===== src/rtl/pano_pins_bringup.sv =====
// Pano Logic bring-up top: WM8750 codec init over open-drain I2C, IDT clock activity detect, LEDs.
// The I2C init sequencer is built only when PANO_CODEC_INIT_EN is defined; otherwise the bus floats.
module pano_pins_bringup #(
  parameter int I2C_QDIV = 63,
  parameter int HB_BITS  = 24
) (
  input  logic osc_clk,
  input  logic reset_n,
  input  logic idt_clk1,
  inout  wire  audio_sclk,
  inout  wire  audio_sdin,
  output logic led_green,
  output logic led_blue,
  output logic led_red
);

  logic [HB_BITS-1:0] hb_q, hb_d;
  logic [2:0]         idt_sync_q, idt_sync_d;
  logic               idt_alive_q, idt_alive_d;

  // idt_sync_q[1] is the synchronized level, idt_sync_q[2] its previous value
  always_comb begin
    hb_d        = hb_q + HB_BITS'(1);
    idt_sync_d  = {idt_sync_q[1:0], idt_clk1};
    idt_alive_d = idt_alive_q | (idt_sync_q[2] ^ idt_sync_q[1]);
  end

  always_ff @(posedge osc_clk or negedge reset_n) begin
    if (!reset_n) begin
      hb_q        <= '0;
      idt_sync_q  <= '0;
      idt_alive_q <= 1'b0;
    end else begin
      hb_q        <= hb_d;
      idt_sync_q  <= idt_sync_d;
      idt_alive_q <= idt_alive_d;
    end
  end

`ifdef PANO_CODEC_INIT_EN
  localparam int QW = $clog2(I2C_QDIV);

  typedef enum logic [2:0] {
    ST_IDLE, ST_START, ST_BIT, ST_ACK, ST_STOP, ST_GAP, ST_DONE, ST_ERROR
  } state_t;

  state_t        state_q, state_d;
  logic [QW-1:0] qcnt_q, qcnt_d;
  logic          qtick;
  logic [1:0]    ph_q, ph_d;
  logic [2:0]    bit_q, bit_d;
  logic [1:0]    byte_q, byte_d;
  logic [1:0]    entry_q, entry_d;
  logic          err_q, err_d;
  logic          scl_oe_q, scl_oe_d;
  logic          sda_oe_q, sda_oe_d;
  logic          sda_s1_q, sda_s2_q;
  logic [7:0]    tx_byte;

  function automatic logic [7:0] init_byte(input logic [1:0] entry, input logic [1:0] idx);
    logic [15:0] word;
    case (entry)
      2'd0:    word = 16'h1E00;
      2'd1:    word = 16'h32C0;
      2'd2:    word = 16'h35F8;
      default: word = 16'h0E02;
    endcase
    case (idx)
      2'd0:    init_byte = 8'h34;
      2'd1:    init_byte = word[15:8];
      default: init_byte = word[7:0];
    endcase
  endfunction

  assign qtick = (qcnt_q == QW'(I2C_QDIV - 1));

  // ph counts quarters inside the current state; IDLE lasts two quarters after reset
  always_comb begin
    qcnt_d  = qtick ? '0 : qcnt_q + QW'(1);
    state_d = state_q;
    ph_d    = ph_q;
    bit_d   = bit_q;
    byte_d  = byte_q;
    entry_d = entry_q;
    err_d   = err_q;
    if (qtick) begin
      ph_d = ph_q + 2'd1;
      unique case (state_q)
        ST_IDLE:  if (ph_q == 2'd1) begin
                    state_d = ST_START;
                    ph_d    = '0;
                  end
        ST_START: if (ph_q == 2'd1) begin
                    state_d = ST_BIT;
                    ph_d    = '0;
                    bit_d   = 3'd7;
                    byte_d  = '0;
                  end
        ST_BIT:   if (ph_q == 2'd3) begin
                    if (bit_q == 3'd0) state_d = ST_ACK;
                    else               bit_d   = bit_q - 3'd1;
                  end
        ST_ACK: begin
          if (ph_q == 2'd2 && sda_s2_q) err_d = 1'b1;
          if (ph_q == 2'd3) begin
            if (err_q || byte_q == 2'd2) begin
              state_d = ST_STOP;
            end else begin
              state_d = ST_BIT;
              bit_d   = 3'd7;
              byte_d  = byte_q + 2'd1;
            end
          end
        end
        ST_STOP:  if (ph_q == 2'd2) begin
                    ph_d    = '0;
                    state_d = err_q ? ST_ERROR : ST_GAP;
                  end
        ST_GAP:   if (ph_q == 2'd3) begin
                    if (entry_q == 2'd3) begin
                      state_d = ST_DONE;
                    end else begin
                      state_d = ST_START;
                      entry_d = entry_q + 2'd1;
                    end
                  end
        default:  ph_d = ph_q;
      endcase
    end
  end

  // Pin enables are decoded from the next state so they switch on the same edge as the state
  always_comb begin
    tx_byte  = init_byte(entry_d, byte_d);
    scl_oe_d = 1'b0;
    sda_oe_d = 1'b0;
    case (state_d)
      ST_START: begin
        sda_oe_d = 1'b1;
        scl_oe_d = (ph_d == 2'd1);
      end
      ST_BIT: begin
        scl_oe_d = ~ph_d[1];
        sda_oe_d = ~tx_byte[bit_d];
      end
      ST_ACK:   scl_oe_d = ~ph_d[1];
      ST_STOP: begin
        scl_oe_d = (ph_d == 2'd0);
        sda_oe_d = (ph_d != 2'd2);
      end
      default: ;
    endcase
  end

  always_ff @(posedge osc_clk or negedge reset_n) begin
    if (!reset_n) begin
      state_q  <= ST_IDLE;
      qcnt_q   <= '0;
      ph_q     <= '0;
      bit_q    <= '0;
      byte_q   <= '0;
      entry_q  <= '0;
      err_q    <= 1'b0;
      scl_oe_q <= 1'b0;
      sda_oe_q <= 1'b0;
      sda_s1_q <= 1'b0;
      sda_s2_q <= 1'b0;
    end else begin
      state_q  <= state_d;
      qcnt_q   <= qcnt_d;
      ph_q     <= ph_d;
      bit_q    <= bit_d;
      byte_q   <= byte_d;
      entry_q  <= entry_d;
      err_q    <= err_d;
      scl_oe_q <= scl_oe_d;
      sda_oe_q <= sda_oe_d;
      sda_s1_q <= audio_sdin;
      sda_s2_q <= sda_s1_q;
    end
  end

  assign audio_sclk = scl_oe_q ? 1'b0 : 1'bz;
  assign audio_sdin = sda_oe_q ? 1'b0 : 1'bz;
  assign led_blue   = (state_q == ST_DONE);
  assign led_red    = err_q;
`else
  assign audio_sclk = 1'bz;
  assign audio_sdin = 1'bz;
  assign led_blue   = 1'b0;
  assign led_red    = 1'b0;
`endif

  assign led_green = hb_q[HB_BITS-1] | (led_blue & idt_alive_q);

endmodule


===== config.mk =====
export PLATFORM = sky130hd
export DESIGN_NAME = pano_pins_bringup
export DESIGN_NICKNAME = d
export VERILOG_FILES = /design/src/rtl/pano_pins_bringup.sv
export SDC_FILE = /design/constraint.sdc
export NUM_CORES = 1
export LEC_CHECK = 0
export BUFFER_PORTS_ARGS = -buffer_cell sky130_fd_sc_hd__buf_2
export CAP_MARGIN = 20
export CORE_MARGIN = 8
export CORE_UTILIZATION = 55
export CTS_CLUSTER_DIAMETER = 30
export DETAILED_ROUTE_END_ITERATION = 10
export PLACE_DENSITY_LB_ADDON = 0.12
export SLEW_MARGIN = 5
export SYNTH_ARGS = -nofsm -noshare
export SYNTH_HDL_FRONTEND = slang
export SYNTH_SLANG_ARGS = --single-unit

===== constraint.sdc =====
create_clock -name osc_clk -period 2.8 [get_ports osc_clk]
set_clock_uncertainty 0.15 [all_clocks]
set_input_delay 0.42 -clock osc_clk [delete_from_list [all_inputs] [get_ports osc_clk]]
set_output_delay 0.42 -clock osc_clk [all_outputs]
set_load 0.02 [all_outputs]

==> Word level (Yosys, flattened, before mapping) <==
Cells that the tools add are included.
{ "totals": {"elab_cells": 2, "latchBits": 0, "output_inout_bits": 5, "mem_count": 0, "rom_bits": 0, "ram_bits": 0, "in_bits": 3, "regBits": 24} }
{ "classes": {"bitwise": 0, "eq_ne": 0, "multipliers": 0, "n_addsub": 1, "shift": 0, "div": 0, "n_reduce_logical": 0, "mux": 0, "magnitude_cmp": 0} }
{ "op_table": {"columns": ["cell", "count"], "rows": [
  ["$add A24 B1 Y24 const B", 1]
]} }

==> Depth between registers and ports, before layout <==
Gate-level depths: netlist of the first run.
{ "logic_depth": {"ltp_word": 1, "ltp_mapped": 5, "mapped_depth_nobuf": 5} }

==> Least setup slack after synthesis of the first run <==
OpenSTA, ideal clock, no wires.
{ "synth_timing": {"path_kind": "reg-to-reg", "startpoint": "reg hb_q[0]", "endpoint": "reg hb_q[20]", "setup_ns": 0.123, "synth_period_minus_slack_ns": 1.490, "stages_incl_launch_ff": 6, "path_buffers": 0, "arrival_time_ns": 1.218, "path_slack_ns": 1.310, "cell_sequence": "dfrtp_1 ha_1 and4_1 and2b_4 nand4_1 xnor2_1"} }
{ "synth_between": {"elab_chain_len": 1} }
{ "synth_rtl": {"columns": ["item", "line", "rtl"], "rows": [
  ["start: declaration", "17", "logic [HB_BITS-1:0] hb_q, hb_d;"],
  ["start signal: assignment", "30", "hb_q <= '0;"],
  ["start signal: assignment", "34", "hb_q <= hb_d;"],
  ["$add A24 B1 Y24", "23", "hb_d = hb_q + HB_BITS'(1);"],
  ["via hb_d[20]", "17", null]
]} }
The timed path passes the listed nets, and every way through them passes these cells.

==> Worst setup path after layout of the first run <==
Same ends and word-level chain as after synthesis.

==> metrics.md, run 1 <==
| Metric | Value |
|---|---|
| Worst min-delay path category | `reg -> reg` |
| H-tree levels | `1` |
| Die height | `59.8 µm` |
| Hold slack final | `0.319 ns` |
| Slew margin rel. | `65.2%` |
| Yosys warns | `0` |
| CTS tree | `yes` |
| Residual DRC count | `0` |
| Arrival @ worst endpoint | `1.68 ns` |
| Clock root cell | `clkbuf_4` |
| Slowest CP cell | `dfrtp_1` |
| Multi-input gate area | `432 µm²` |
| Die width | `59.8 µm` |
| Initial DRC count | `7` |
| CTS max path bufs | `2` |
| Crit path time final | `between 1.5 and 2 ns` |
| Initial DRT Pass Iterations | `4` |
| Critical path startpoint category | `flop` |
| Sequential area share after synthesis | `56.9%` |
| Row count | `16` |
| Status | `completed` |
| DR vias/cell | `about 5.1` |
| Finished Cell Area | `1110 µm²` |
| Setup TNS | `0 ns` |
| Period utilization | `58.5%` |
| Total grt overflow | `0` |
| Post-route ant nets | `0` |
| Kind of critical path | `reg -> reg` |
| Unrepaired setup endpoints after global routing | `no` |
| Sink Count | `24` |
| Core area | `about 1900 µm²` |
| Pleak | `0.517 nW` |
| Total power | `0.497 mW` |
| Area delta synth->final | `5.46%` |
| Syn avg cell area | `12.0 µm²` |
| Setup violations, final | `0` |
| Dominant cells by area after synthesis | `dfrtp_1 (57%), xnor2_1 (15%), nand3_1 (4.3%)` |
| Max IR drop VDD | `335 µV` |
| Cell Pwr Density | `around 450 nW/µm²` |
| Postcts setup bufs | `0` |
| Reg clk slew, reported paths | `0.11 ns` |
| Measured slew at the worst slew-check pin | `0.523 ns` |
| Total track usage | `9.23%` |
| Pin count of the biggest net entering global routing | `25` |
| Net count, final | `99` |
| CP peak stage delay | `0.41 ns` |
| Vias in the first global route | `572` |
| Initial core utilization | `56.1%` |
| Yosys top cell by area | `dfrtp_1` |
| Port Buffers | `2` |
| GP Congestion | `0.740` |
| Wire per inst | `12.2 µm` |
| Placed cell areas | `1080 µm²` |
| Synth top area share | `56.9%` |
| Distinct cell type count after synthesis | `17` |
| HPWL after detailed placement | `1.04 mm` |
| Drt total wl | `1.46 mm` |
| Max cap viols | `0` |
| Final hold violation count | `0` |
| Fin. max-slew vios | `0` |
| CP cell instances | `ha_1 > and4_1 > and2b_4 > nand4_1 > xnor2_1` |
| Critical path peak fanout | `7` |
| Die ar. | `3570 µm²` |
| DR vias | `611` |
| CTS buffer count | `3` |
| Max reg flops | `24` |
| Register Area | `601 µm²` |
| Share of cells above drive strength 1 | `roughly 9.7%` |
| Global-route wire length before repair | `2.48 mm` |
| Number of synthesized register bits | `24` |
| Antenna cell count | `0` |
| Crit path capture type | `flop` |
| Initial antenna violation count | `0` |
| Syn Inst Count | `88` |
| Fill count | `around 180` |
| Critical Path RT | `2.84 ns` |
| IO Count | `8` |
| Synth Cell Area | `1050 µm²` |
| Largest regs | `hb_q: 24 flops` |
| Post-layout utilization of the core | `between 50 and 60%` |
| Skew-Pair Late Insertion Delay | `0.29 ns` |
| F_max | `610 MHz` |
| Reg with most FFs | `hb_q` |
[final timing paths]
check	startpoint	endpoint	slack, ns	cells after the start
setup / recovery	hb_q[0]	hb_q[20]	1.16	5
hold / removal	hb_q[23]	hb_q[23]	0.32	1
setup reg to reg	hb_q[0]	hb_q[20]	1.16	5
hold reg to reg	hb_q[23]	hb_q[23]	0.32	1
max in group asynchronous	reset_n	hb_q[1]	1.67	2
min in group asynchronous	reset_n	hb_q[13]	0.48	2
[cells by family after synthesis]
family                     count (synthesis)  share of synthesized area (%)
buffers and inverters                      5                           3.20
DFF                                       24                           56.9
other                                      1                          0.356
and+or+nand+nor                           35                           20.0
xor gates and xnor gates                  22                           18.3
adders and majority gates                  1                           1.19
[power breakdown]
| part | internal [mW] | switching (mW) | total [mW] |
|---|---|---|---|
| logic | 0.00141 | 0.0114 | 0.0128 |
| clock network | 0.0500 | 0.0879 | 0.138 |
| registers | 0.346 | 0 | 0.346 |
| total | 0.398 | 0.0992 | 0.497 |
[cell usage in the layout, fill, tap and decap left out]
cell type,netlist,layout
nand3_2,1,1
inv_1,1,1
nand4_1,6,6
dfrtp_1,24,24
clkbuf_4,0,3
ha_1,1,1
and3_2,1,1
nand3_1,9,9
and2b_4,1,1
and4_1,3,3
xnor2_1,18,18
buf_2,0,2
nor3_4,1,1
nand2_1,7,7
dlygate4sd3_1,0,1
and3_1,4,4
conb_1,1,4
xor2_1,4,4
nor2_1,2,2
[area by class of cell]
| cell class | count | area share (%) |
|---|---|---|
| Tap cell | 27 | 3.04 |
| Multi-Input combinational cell | 62 | 38.8 |
| Sequential cell | 24 | 54.0 |
| Inverter | 1 | 0.337 |
| Timing Repair Buffer | 3 | 1.80 |
| Clock buffer | 3 | 2.02 |
[per-layer routing]
metal	wire length, µm	vias to the layer above	track usage, %
li1	-	307	-
met1	723	298	12.4
met2	695	4	12.9
met3	34	2	2.58
met4	10	0	5.10
met5	0	-	0
[metrics by stage]
stage / worst slack, ns / instances
2_1_floorplan: 1.31 / 91
3_3_place_gp: 1.18 / 116
3_5_place_dp: 1.16 / 116
4_1_cts: 1.14 / 120
5_1_grt: 1.04 / 120
6_report: 1.16 / 120
[Yosys cell counts]
cell type and instances:
dfrtp_1 24, xnor2_1 18, nand3_1 9, nand2_1 7, nand4_1 6, and3_1 4, buf_4 4, xor2_1 4
and4_1 3, nor2_1 2, and2b_4 1, and3_2 1, conb_1 1, ha_1 1, inv_1 1, nand3_2 1
nor3_4 1
[critical path: cells and delay by family, from the launching register on]
kind          cells  cell delay (ns)
simple gates      3             0.59
flops             1             0.41
fa+ha+maj         1             0.23
xor+xnor          1             0.16
[timing repair]
item                      CTS  global route
gates resized for setup     0             0
hold endpoints to repair   24             0
hold buffers                1             0
(Power assumes the default switching activity.)
==> run 2, diff against run 1 <==
CORE_UTILIZATION = 51   (was 55)
clock period = 1.4 ns   (was 2.8 ns; I/O delays follow)
==> run 2 against run 1 <==
Effect of this change:
- the flow now finishes with violations (setup timing)
- sequential cell count stayed put
- cell count grew 15%
- worst setup slack got worse by 1.2 ns
==> metrics.md, run 2 (synthesis gave the netlist of run 1 again) <==
| Metric | Value |
|---|---|
| Status | `finished with violations` |
| Failing checks | `setup timing` |
| Internal power | `0.796 mW` |
| Vias in the first global route | `731` |
| Global route hottest layer | `met2` |
| Most common cell after layout, fill and taps aside | `dfrtp_1` |
| Critical Path RT | `1.45 ns` |
| Max IR drop VDD | `439 µV` |
| Total grt overflow | `0` |
| Total track usage | `11.0%` |
| R2R depth | `5` |
| Antenna cell count | `0` |
| Total power | `1.01 mW` |
| Drt total wl | `1.70 mm` |
| Critical path startpoint category | `flop` |
| GRT met2 Usage | `18.4%` |
| Period utilization | `106%` |
| Die height | `61.5 µm` |
| R2r setup slk | `-0.08 ns` |
| Wire per inst | `12.3 µm` |
| Pin count of the biggest net entering global routing | `25` |
| Setup violations, final | `10` |
| Initial DRC count | `15` |
| Crit path time final | `1.48 ns` |
| Global-route wire length before repair | `3.09 mm` |
| Most frequent cells in the layout | `dfrtp_1 (24), xnor2_1 (18), buf_4 (15), nand2_1 (6), nand4_1 (6)` |
| Slew margin rel. | `roughly 66%` |
| Clk network pwr share | `approximately 29%` |
| H-tree levels | `1` |
| Initial antenna violation count | `0` |
| Fill count | `170` |
| Met3 usage | `2.51%` |
| P_sw | `between 0.2 and 0.25 mW` |
| Sequential group share of total power | `68.9%` |
| CTS tree | `yes` |
| Reg-to-reg startpoint | `hb_q[0]` |
| Reg with most FFs | `hb_q` |
| Worst min-delay path category | `in -> async` |
| Logic gate share of total power | `2.5%` |
| CTS max path bufs | `2` |
| Final hold violation count | `0` |
| Reg clk slew, reported paths | `0.12 ns` |
| Clock root cell | `clkbuf_4` |
| Die width | `61.5 µm` |
| Critical path peak fanout | `7` |
| Worst setup margin | `-0.0802 ns` |
| Initial DRT Pass Iterations | `4` |
| CTS buffer count | `3` |
| DR vias/cell | `between 5 and 6` |
| Skew-Pair Late Insertion Delay | `roughly 0.3 ns` |
| Kind of critical path | `reg -> reg` |
| Worst r2r dst | `hb_q[18]` |
| Measured slew at the worst slew-check pin | `0.513 ns` |
| Post-layout utilization of the core | `65.7%` |
| DR vias | `693` |
| F_max | `a little under 700 MHz` |
| Arrival @ worst endpoint | `1.53 ns` |
| Residual DRC count | `0` |
| Sw Ratio | `20.9%` |
| Pleak | `0.612 nW` |
| Die ar. | `~3800 µm²` |
| Crit path capture type | `flop` |
| Max cap viols | `0` |
| Fin. max-slew vios | `0` |
| Post-route ant nets | `0` |
| Area delta synth->final | `22.2%` |
| Net count, final | `117` |
| Row count | `16` |
| IO Count | `8` |
| HPWL after detailed placement | `around 1.1 mm` |
| Sink Count | `24` |
| Met1 usage | `between 10% and 20%` |
| Cell Pwr Density | `781 nW/µm²` |
| GP Congestion | `0.795` |
| Core area | `1960 µm²` |
| Share of cells above drive strength 1 | `31.5%` |
| Initial core utilization | `53.8%` |
| Max reg flops | `24` |
| Largest regs | `hb_q: 24 flops` |
| Port Buffers | `2` |
| Unrepaired setup endpoints after global routing | `yes` |
## run 2: power groups by stage
stage	sequential (mW)	combinational (mW)	clock (mW)
2_1_floorplan	0.707	0.0179	0
3_3_place_gp	0.706	0.0238	0
3_5_place_dp	0.706	0.0242	0
4_1_cts	0.693	0.0262	0.304
5_1_grt	0.693	0.0300	0.334
6_report	0.693	0.0252	0.288
## run 2: repair_timing
action,in CTS,in global routing
pin swaps,3,8
gates resized for setup,2,8
hold endpoints to repair,24,0
setup endpoints to repair,9,16
hold buffers,1,0
setup buffers,1,3
## run 2: worst max path at each step
| stage | from | to | slack, ns | cells past startpoint |
|---|---|---|---|---|
| floorplan | hb_q[0] | hb_q[20] | -0.05 | 5 |
| global placement | hb_q[0] | hb_q[18] | -0.04 | 5 |
| detailed placement | hb_q[1] | hb_q[18] | -0.07 | 5 |
| CTS | hb_q[0] | hb_q[18] | -0.09 | 5 |
| global route | hb_q[0] | hb_q[20] | -0.16 | 5 |
| finish | hb_q[0] | hb_q[18] | -0.08 | 5 |
## run 2: critical path, cell delays in order (launching register included)
cell and delay (ns):
dfrtp_1 0.39, ha_2 0.19, and4_4 0.21, and2b_4 0.20, nand4_1 0.10, xnor2_1 0.14
## run 2: final cells by class
type	count	area, µm²	share of cell area (%)
repair buffers	21	166	12.9
well taps	27	33.8	2.62
inverters	1	3.75	0.291
clock buffers	3	22.5	1.75
multi-input cells	62	462	35.8
flip-flops and latches	24	601	46.6
## run 2: metrics by stage
| stage | setup TNS (ns) | worst slack [ns] | instance area [µm²] | hold WS, ns | std cells |
|---|---|---|---|---|---|
| CTS | -0.375 | -0.0911 | 1230 | 0.257 | 135 |
| detailed placement | -0.224 | -0.0698 | 1190 | 0.0698 | 130 |
| floorplan | -0.146 | -0.0481 | 1070 | -0.236 | 91 |
| finish | -0.411 | -0.0802 | 1290 | 0.243 | 138 |
| global placement | -0.101 | -0.0430 | 1190 | 0.0631 | 130 |
| global route | -1.63 | -0.164 | 1290 | 0.296 | 138 |
## run 2: routing by layer
metal  up-vias  part of all wire, %
met3         2                  3.2
met5         -                    0
met4         0                 0.59
met2        10                   46
li1        340                    -
met1       341                   50
==> run 3, diff against run 2 <==
CORE_MARGIN = 2   (was 8)
SKIP_LAST_GASP = 1   (was not set)
==> run 3 against run 2 <==
Effect of this change:
- largest power group unchanged
- sequential cell count did not move
- first-iteration DRC count decreased by 87%
- routed wire length shrank 8.7%
- highest routed layer unchanged
- critical path depth did not move
- global-route usage up 4.9 points
- sequential share of layout area increased by 1.5 points
- sequential power is essentially flat
- clock power up 23%
- non-clock buffer count shrank 2
- cell area shrank 3.1%
- the run still ends with setup timing left
- utilization fell by 2.0 points
==> metrics.md, run 3 (synthesis gave the netlist of run 1 again) <==
| Metric | Value |
|---|---|
| Wire per inst | `11.3 µm` |
| DR vias/cell | `between 4 and 5` |
| Period utilization | `104%` |
| Reg clk slew, reported paths | `0.13 ns` |
| Post-layout utilization of the core | `a little under two thirds` |
| Placed cell areas | `1190 µm²` |
| CTS max path bufs | `2` |
| Worst setup margin | `-0.0603 ns` |
| Multi-input gate area | `434 µm²` |
| Total grt overflow | `0` |
| Clock root cell | `clkbuf_4` |
| Share of cells above drive strength 1 | `24.5%` |
| Die width | `roughly 49 µm` |
| Critical path peak fanout | `7` |
| CTS buffer count | `3` |
| Port Buffers | `2` |
| DR vias | `676` |
| Antenna cell count | `0` |
| Finished Cell Area | `1250 µm²` |
| CTS tree | `yes` |
| DP Worst Slack | `-0.0510 ns` |
| Reg with most FFs | `hb_q` |
| Skew-Pair Late Insertion Delay | `0.30 ns` |
| Final hold violation count | `0` |
| Setup violations, final | `7` |
| Total track usage | `16.0%` |
| Fill count | `between 150 and 200` |
| Sink Count | `24` |
| H-tree levels | `1` |
| Row count | `16` |
| Kind of critical path | `reg -> reg` |
| Register Area | `about 600 µm²` |
| Net count, final | `115` |
| Hold slack final | `0.240 ns` |
| Initial core utilization | `53.8%` |
| Max reg flops | `24` |
| Drt total wl | `1.55 mm` |
| Worst min-delay path category | `in -> async` |
| Fin. max-slew vios | `0` |
| GP Congestion | `0.731` |
| Die ar. | `2450 µm²` |
| Core area | `1960 µm²` |
| Die height | `49.5 µm` |
| F_max | `685 MHz` |
| Initial DRC count | `2` |
| Status | `finished with violations` |
| Crit path capture type | `flop` |
| Crit path time final | `about 1.5 ns` |
| Max IR drop VDD | `580 µV` |
| Vias in the first global route | `709` |
| IO Count | `8` |
| Pin count of the biggest net entering global routing | `25` |
| Cell Pwr Density | `~860 nW/µm²` |
| Critical Path RT | `1.45 ns` |
| Critical path startpoint category | `flop` |
| Pleak | `0.607 nW` |
| Global-route wire length before repair | `between 2 and 3 mm` |
| Measured slew at the worst slew-check pin | `between 0.5 and 0.6 ns` |
| Most common cell after layout, fill and taps aside | `dfrtp_1` |
| Largest regs | `hb_q: 24 flops` |
| Residual DRC count | `0` |
| Post-route ant nets | `0` |
| Most frequent cells in the layout | `dfrtp_1 (24), xnor2_1 (18), buf_4 (16), nand3_1 (9), nand2_1 (7)` |
| HPWL after detailed placement | `1.13 mm` |
| Area delta synth->final | `18.4%` |
| Arrival @ worst endpoint | `1.51 ns` |
| Unrepaired setup endpoints after global routing | `yes` |
| Failing checks | `setup timing` |
| Max cap viols | `0` |
| Slew margin rel. | `65.5%` |
| Initial DRT Pass Iterations | `3` |
| Initial antenna violation count | `0` |
-- run 3: final cells by class --
| type | count | area share [%] |
|---|---|---|
| well taps | 27 | 2.71 |
| multi-input cells | 62 | 34.8 |
| inverters | 1 | 0.301 |
| repair buffers | 19 | 11.2 |
| flip-flops and latches | 24 | 48.1 |
| clock buffers | 4 | 2.91 |
-- run 3: repair_timing --
item	in CTS	in global routing
buffers inserted	0	2
pin swaps	0	4
endpoints found under the setup margin	7	15
hold buffers	1	0
endpoints found under the hold margin	24	0
gates resized for setup	0	0
-- run 3: per-stage QoR --
stage / instances / setup TNS [ns] / power (mW)
after floorplan: 91 / -0.146 / 0.724
after global placement: 130 / -0.0725 / 0.730
after detailed placement: 130 / -0.155 / 0.730
after CTS: 135 / -0.327 / 1.09
after global routing: 137 / -0.999 / 1.11
final: 137 / -0.249 / 1.07
-- run 3: power by group --
part | switching (mW) | leakage (nW) | internal [mW]
clock network | 0.194 | 0.0210 | 0.158
registers | 0 | 0.321 | 0.693
logic | 0.0222 | 0.265 | 0.00281
-- run 3: worst max-delay path: stages (launching register included) --
cell     delay, ns
dfrtp_1       0.39
ha_2          0.18
and4_1        0.19
and2b_4       0.20
nand4_1       0.10
xnor2_1       0.14
-- run 3: layer usage --
| layer | GRT usage, % | wire [µm] | vias to the layer above | part of all wire (%) |
|---|---|---|---|---|
| met2 | 26.4 | 756 | 5 | 49 |
| met5 | 0 | 0 | - | 0 |
| met1 | 21.4 | 749 | 334 | 48 |
| li1 | - | - | 335 | - |
| met3 | 2.73 | 34 | 2 | 2.2 |
| met4 | 5.56 | 13 | 0 | 0.84 |
-- run 3: worst paths after layout --
check                      startpoint  endpoint  slack, ns  cells past startpoint
min reg2reg                  hb_q[18]  hb_q[18]       0.33                      1
min in group osc_clk         hb_q[18]  hb_q[18]       0.33                      1
min                           reset_n  hb_q[10]       0.24                      2
max in group asynchronous     reset_n  hb_q[17]       0.51                      2
max reg2reg                   hb_q[1]  hb_q[20]      -0.06                      5
max                           hb_q[1]  hb_q[20]      -0.06                      5
